File: src/rtl/aww_types_pkg.sv
// Arbiter state encoding and default dcache streak limit for the cache memory controller.
// Pure constants; no timing or flow control of their own.
package aww_types_pkg;
    typedef logic [1:0] arb_state_t;

    localparam arb_state_t IDLE    = 2'd0;
    localparam arb_state_t SERVE_D = 2'd1;
    localparam arb_state_t SERVE_I = 2'd2;

    localparam int MAX_D_STREAK_DEFAULT = 4;
endpackage

File: src/rtl/cpu_types_pkg.sv
// Shared CPU-side types: machine word and RAM handshake status.
// Pure type definitions; no timing or flow control of their own.
package cpu_types_pkg;
    typedef logic [31:0] word_t;
    typedef enum logic [1:0] {FREE, BUSY, ACCESS, ERROR} ramstate_t;
endpackage

File: src/rtl/cache_arb_pick.sv
// IDLE-state grant decision between dcache and icache.
// Combinational, zero latency; the caller registers the result.
module cache_arb_pick
    import aww_types_pkg::*;
(
    input  logic       d_req,
    input  logic       i_req,
    input  logic       lock_hit,
    input  logic       streak_full,
    output arb_state_t pick
);

    // Second word of a locked block beats a starving icache.
    always_comb begin
        pick = IDLE;
        if (d_req && lock_hit)
            pick = SERVE_D;
        else if (i_req && streak_full)
            pick = SERVE_I;
        else if (d_req)
            pick = SERVE_D;
        else if (i_req)
            pick = SERVE_I;
    end

endmodule

File: src/rtl/cache_mem_ctrl.sv
// Arbitrates dcache/icache onto one RAM port; wait low in the ACCESS cycle, >=2 cycles after request.
// RAM stalls (BUSY/FREE/ERROR) hold strobes and keep wait high; requesters may withdraw before ACCESS.
module cache_mem_ctrl
    import cpu_types_pkg::*;
    import aww_types_pkg::*;
#(
    parameter int MAX_D_STREAK = MAX_D_STREAK_DEFAULT
) (
    input  logic      CLK,
    input  logic      RST,
    input  logic      dREN,
    input  logic      dWEN,
    input  word_t     daddr,
    input  word_t     dstore,
    output logic      dwait,
    output word_t     dload,
    input  logic      iREN,
    input  word_t     iaddr,
    output logic      iwait,
    output word_t     iload,
    output logic      ramREN,
    output logic      ramWEN,
    output word_t     ramaddr,
    output word_t     ramstore,
    input  word_t     ramload,
    input  ramstate_t ramstate
);

    localparam int SW = $clog2(MAX_D_STREAK + 1);

    arb_state_t    state;
    arb_state_t    pick;
    logic [SW-1:0] streak;
    logic          lock_v;
    logic [28:0]   lock_blk;

    logic d_req;
    logic lock_hit;
    logic streak_full;
    logic ram_done;
    logic d_done;

    assign d_req       = dREN | dWEN;
    assign lock_hit    = lock_v && (daddr[31:3] == lock_blk);
    assign streak_full = (streak == SW'(MAX_D_STREAK));
    assign ram_done    = (ramstate == ACCESS);
    assign d_done      = (state == SERVE_D) && d_req && ram_done;

    cache_arb_pick u_pick (
        .d_req       (d_req),
        .i_req       (iREN),
        .lock_hit    (lock_hit),
        .streak_full (streak_full),
        .pick        (pick)
    );

    // Strobes follow the live request so a withdrawal drops them in the same cycle.
    always_comb begin
        dwait    = 1'b1;
        iwait    = 1'b1;
        dload    = '0;
        iload    = '0;
        ramREN   = 1'b0;
        ramWEN   = 1'b0;
        ramaddr  = '0;
        ramstore = '0;
        case (state)
            SERVE_D: begin
                if (d_req) begin
                    ramWEN   = dWEN;
                    ramREN   = dREN & ~dWEN;
                    ramaddr  = daddr;
                    ramstore = dstore;
                    if (ram_done) begin
                        dwait = 1'b0;
                        dload = dWEN ? '0 : ramload;
                    end
                end
            end
            SERVE_I: begin
                if (iREN) begin
                    ramREN  = 1'b1;
                    ramaddr = iaddr;
                    if (ram_done) begin
                        iwait = 1'b0;
                        iload = ramload;
                    end
                end
            end
            default: ;
        endcase
    end

    always_ff @(posedge CLK) begin
        if (RST) begin
            state    <= IDLE;
            streak   <= '0;
            lock_v   <= 1'b0;
            lock_blk <= '0;
        end else begin
            case (state)
                IDLE: begin
                    state <= pick;
                    if (!(d_req && lock_hit))
                        lock_v <= 1'b0;
                    if (pick == SERVE_I || !iREN)
                        streak <= '0;
                    else if (pick == SERVE_D && !streak_full)
                        streak <= streak + SW'(1);
                end
                SERVE_D: begin
                    if (!d_req || ram_done)
                        state <= IDLE;
                    // Even-word completion opens a block so its odd partner follows unbroken.
                    if (d_done) begin
                        lock_v <= ~daddr[2];
                        if (!daddr[2])
                            lock_blk <= daddr[31:3];
                    end
                end
                SERVE_I: begin
                    if (!iREN || ram_done)
                        state <= IDLE;
                end
                default: state <= IDLE;
            endcase
        end
    end

endmodule

File: config.mk
export PLATFORM = sky130hd
export DESIGN_NAME = cache_mem_ctrl
export DESIGN_NICKNAME = d
export VERILOG_FILES = /design/src/rtl/aww_types_pkg.sv /design/src/rtl/cpu_types_pkg.sv /design/src/rtl/cache_arb_pick.sv /design/src/rtl/cache_mem_ctrl.sv
export SDC_FILE = /design/constraint.sdc
export NUM_CORES = 1
export LEC_CHECK = 0
export BUFFER_PORTS_ARGS = -buffer_cell sky130_fd_sc_hd__buf_2
export CORE_AREA = 2 2 104 106
export DETAILED_ROUTE_END_ITERATION = 7
export DIE_AREA = 0 0 106 108
export MAX_ROUTING_LAYER = met4
export SYNTH_ARGS = -nofsm -noshare
export SYNTH_HDL_FRONTEND = slang
export SYNTH_SLANG_ARGS = --single-unit
export TNS_END_PERCENT = 1
File: constraint.sdc
create_clock -name CLK -period 5.4 [get_ports CLK]
set_clock_uncertainty 0.05 [all_clocks]
set_input_delay 1.08 -clock CLK [delete_from_list [all_inputs] [get_ports CLK]]
set_output_delay 1.08 -clock CLK [all_outputs]
set_load 0.005 [all_outputs]
==> results of run 1 <==
==> cell usage after synthesis, drive strengths merged, types with 5 or more instances <==
cell    number
nand2       67
and2        66
dfxtp       35
a21oi       33
nor2b       33
a22oi       32
and3        32
clkbuf      30
xor2        28
inv          8
nor4         8
nor2         6
ha           5
==> worst max-delay path: cells and delay by family <==
kind / cells / cell delay, ns
AOI/OAI and AO/OA: 1 / 0.24
buffers and inverters: 2 / 0.26
and+or+nand+nor: 2 / 1.02
==> power breakdown <==
part	switching [mW]	total [mW]	internal, mW
combinational	0.104	0.201	0.0967
sequential	0.00357	0.267	0.263
clock	0.0920	0.182	0.0905
==> state kept, by name (all words and copies together), names as in the netlist <==
name	cells
lock_blk	29
streak	3
state	2
lock_v	1
==> cells by family (layout without fill, tap and decap cells) <==
group	after synthesis	after routing	synth area share (%)
fa+ha+maj	5	5	2.15
compound gates	75	75	17.0
buf+inv	41	284	5.28
simple gates	224	224	42.8
xor+xnor	29	29	8.71
flops	35	35	24.0
==> final timing paths <==
path	slack, ns	from	end
setup / recovery	1.65	iREN	ramaddr[9]
hold / removal	0.42	lock_blk[6]	lock_blk[6]
setup reg to reg	2.22	state[1]	lock_blk[27]
hold reg to reg	0.42	lock_blk[6]	lock_blk[6]
==> layout make-up <==
cell class,count,area [um^2],share of cell area [%]
clock buffer,7,76.3,1.74
clock inverter,1,5.00,0.114
inverter,8,30.0,0.683
multi-input combinational,333,2070,47.0
sequential,35,701,15.9
tap,136,170,3.87
timing repair buffer,268,1350,30.6
==> per-stage QoR <==
step           hold WS, ns  worst slack, ns
2_1_floorplan        0.398             2.24
3_3_place_gp         0.403             1.69
3_5_place_dp         0.408             1.63
4_1_cts              0.417             1.63
5_1_grt              0.439             1.47
6_report             0.416             1.65
==> layer usage <==
layer / vias to the layer above / wire [um] / global-route usage (%)
met5: - / 0 / -
met4: 0 / 44 / 3.38
met3: 4 / 557 / 3.25
met2: 129 / 5540 / 32.0
met1: 1696 / 5270 / 24.5
li1: 1852 / - / -
==> cells in the final DEF (no fill, tap or decap), drive strengths merged, types with 28 or more instances in the layout <==
cell   synthesis  final
a21oi         33     33
a22oi         32     32
and2          66     66
and3          32     32
buf            3    268
dfxtp         35     35
nand2         67     67
nor2b         33     33
xor2          28     28
==> flow_summary.toml, run 1 <==
[status]
status = "finished, final reports clean"

[pwr]
power-per-cell-area_mw_per_mm2 = 148
peakVddDrop_mv = 0.0718
total_power_mw = 0.650
leakage_nw = 2.41

[clock_tree]
clockBufferDepth = 2
cts_hold_buf = 0
cts.sinks = 35
post-cts-setup-buffer-count = 0
ctsResizeCount = 0
clock_latency_ns = 0.29
htreeDepth = 2
cts_tree = "built"
numCtsBuffers = 5
clk_pin_slew_ns = 0.06
root_buffer = "clkbuf_8"

[timing]
maxSlewHeadroom_pct = 20.1
tightest_slew_ns = 1.20
finalCriticalPeriod_ns = 3.75
finalMaxSlewViolations = 0
hold_viol_final = 0
finalSetupViolCount = 0
min_period_over_period_pct = 69.5
fmax_mhz = 266
tns_ns = 0
rsz0062_at_grt = "no"

[final_layout]
nFillCells = 1116
nets = 791
fin_util_pct = 43.0
final_area_mm2 = 0.00440
area_delta_synth_final_pct = 50.7
fin_cells = 788
drive_gt1_share_pct = 43.4
n_antenna_cell = 0

[route]
drtIter0Drc = 207
viasPerCell = 4.67
drtAntennaViolNets = 0
drc = 0
vias = 3681
wire_per_inst_um = 14.5
dr.pass1.iters = 5
routed_wl_mm = 11.4

[critical_path]
critPathMaxStageDelay_ns = 0.85
cp_max_fo = 65
reg2reg_depth = 7
crit_type = "in -> out"
cp-end-kind = "primary output"
path_cells = "buf_2, and2_2, a22oi_1, nor2b_1, buf_2"
crit_path_frequent_cell = "buf_2"
cp_slowest_cell = "and2_2"
critPathArrivalTime_ns = 2.62
worst_ep_required_time_ns = 4.27
startpoint_type = "input pin"

[synth]
syn-num-nets = 549
synth_seq_area_share_pct = 24.0
synth_cell_types = 33
synth_edf_count = 0
synthCells = 409
synthFlopType = "dfxtp_1"
ys_async_sr_fraction_pct = 0
synth_area_mm2 = 0.00292
syn_area_per_cell_um2 = 7.13
yosys-top-cells-area = "dfxtp_1 (24%), and2_1 (14%), nand2_1 (8.6%)"
synth_warnings = 0
netlist.top_cell.by_area = "dfxtp_1"
netlist.area_leader.share_pct = 24.0
ys_ff_latch = 35

[global_routing]
grt_usage_pct = 19.1
grt_max_degree = 67
grt_overflow = 0
grt_antenna_before_repair = 0
grt_first_pass_wirelength_mm = 17.0
grt_pass1_vias = 3340

[floorplanning]
initial_core_util_pct = 28.5
die-area_mm2 = 0.0114
rows = 37
die_w_um = 106
pin_count = 267
die_h_um = 108
coreArea_mm2 = 0.0102

[job]
drv_cap = 0

[placement]
dpl-instance-area_mm2 = 0.00431
gp_congestion = 0.876
place_hpwl_mm = 8.88
io_buffers = 266
dp_cells = 780

[min_path]
hold_path.class = "reg -> reg"
hold_depth = 2
(Power assumes the default switching activity.)
==> run 2, diff against run 1 <==
CORE_AREA = 2 2 102 104   (was 2 2 104 106)
DIE_AREA = 0 0 104 106   (was 0 0 106 108)
PLACE_DENSITY = 0.66   (was unset)
clock period = 3.9 ns   (was 5.4 ns; I/O delays follow)
==> flow_summary.toml, run 2 (synthesis results as in run 1) <==
[clock_tree]
cts_hold_buf = 0
cts.sinks = 35
ctsResizeCount = 0
post-cts-setup-buffer-count = 0
htreeDepth = 2
cts_tree = "built"
numCtsBuffers = 5
clk_pin_slew_ns = 0.08
root_buffer = "clkbuf_8"
clockBufferDepth = 2
clock_latency_ns = 0.29

[final_layout]
final_common_cell = "buf_2"
layout_common_cells = "buf_2 (266), nand2_1 (67), and2_1 (65)"
top_register = "lock_blk"
largestRegisters = "lock_blk: 29 flops, streak: 3 flops, state: 2 flops"
n_antenna_cell = 0
fin_cells = 789
fin_util_pct = 44.4
area_delta_synth_final_pct = 52.1
drive_gt1_share_pct = 44.0
final_area_mm2 = 0.00444
nets = 792
nFillCells = 1063
largest_reg_flops = 29

[job]
drv_cap = 0

[global_routing]
grt_usage_pct = 18.9
grt_pass1_vias = 3421
grt_max_degree = 67
grt_antenna_before_repair = 0
grt_overflow = 0
grt_first_pass_wirelength_mm = 16.9

[pwr]
leakage_nw = 2.44
peakVddDrop_mv = 0.129
power-per-cell-area_mw_per_mm2 = 219

[critical_path]
critPathArrivalTime_ns = 2.32
cp_slowest_cell = "and2_2"
worst_ep_required_time_ns = 3.07
crit_type = "in -> out"
critPathMaxStageDelay_ns = 0.86
cp_num_buf_inv = 2
path_cells = "buf_2, and2_2, a22oi_1, nor2b_1, buf_2"
cp_max_fo = 65
crit_family = "simple AND/OR/NAND/NOR gates"
cp-end-kind = "primary output"
crit_path_frequent_cell = "buf_2"
startpoint_type = "input pin"

[route]
drtIter0Drc = 209
routed_wl_mm = 10.9
vias = 3740
dr.pass1.iters = 5
drc = 0
drtAntennaViolNets = 0
wire_per_inst_um = 13.8
viasPerCell = 4.74

[placement]
dpl-instance-area_mm2 = 0.00432
place_hpwl_mm = 8.55
io_buffers = 266
gp_congestion = 0.819
dp_cells = 781

[timing]
finalCriticalPeriod_ns = 3.15
rsz0062_at_grt = "no"
maxSlewHeadroom_pct = 28.7
hold_viol_final = 0
tightest_slew_ns = 1.07
finalSetupViolCount = 0
finalMaxSlewViolations = 0
fmax_mhz = 318
tns_ns = 0
min_period_over_period_pct = 80.7

[floorplanning]
die-area_mm2 = 0.0110
die_h_um = 106
rows = 37
initial_core_util_pct = 29.2
pin_count = 267
coreArea_mm2 = 0.0100
die_w_um = 104

[status]
status = "finished, final reports clean"

[min_path]
hold_path.class = "reg -> reg"
-- run 2: changes by cell type in the layout (fill, tap and decap cells not counted), sizes merged --
| cell | change |
|---|---|
| bufinv | +1 |
| clkbuf | -2 |
| buf | +1 |
| clkinv | +1 |
-- run 2: path summary, 6_finish.rpt --
path,start,endpoint,slack (ns),cells after the start
setup / recovery,iREN,ramaddr[28],0.75,5
hold / removal,lock_blk[1],lock_blk[1],0.42,2
setup reg to reg,state[1],lock_blk[18],1.07,7
hold reg to reg,lock_blk[1],lock_blk[1],0.42,2
-- run 2: cell type report --
cell class                 instances  area (um^2)  area share [%]
tap                              136          170            3.84
inverter                           8         30.0           0.677
clock buffer                       5         68.8            1.55
clock inverter                     3         43.8           0.987
multi-input combinational        333         2070            46.6
timing repair buffer             269         1350            30.5
sequential                        35          701            15.8
-- run 2: worst reg2reg max path, stage by stage (launching register included) --
cell and delay (ns):
dfxtp_1 0.33, inv_1 0.08, ha_1 0.24, o21a_2 0.88, nand2_1 0.29, or2_2 0.59
nand2_1 0.16, a21oi_1 0.08
-- run 2: metrics by stage --
| stage | setup slack (ns) | total power, mW | hold slack, ns |
|---|---|---|---|
| global placement | 0.826 | 0.647 | 0.403 |
| floorplan | 1.34 | 0.512 | 0.398 |
| CTS | 0.731 | 0.988 | 0.422 |
| detailed placement | 0.763 | 0.654 | 0.411 |
| finish | 0.751 | 0.973 | 0.420 |
| global route | 0.514 | 1.04 | 0.440 |
-- run 2: power breakdown --
group,internal (mW),leakage [nW],switching [mW]
Clock,0.190,0.0581,0.136
Combinational,0.134,2.10,0.143
Sequential,0.364,0.283,0.00520
-- run 2: layer usage --
layer | wire [um] | global-route usage [%] | vias to the layer above
met1 | 4740 | 23.3 | 1714
li1 | - | - | 1861
met4 | 65 | 3.57 | 0
met2 | 5340 | 32.1 | 159
met5 | 0 | - | -
met3 | 739 | 4.11 | 6
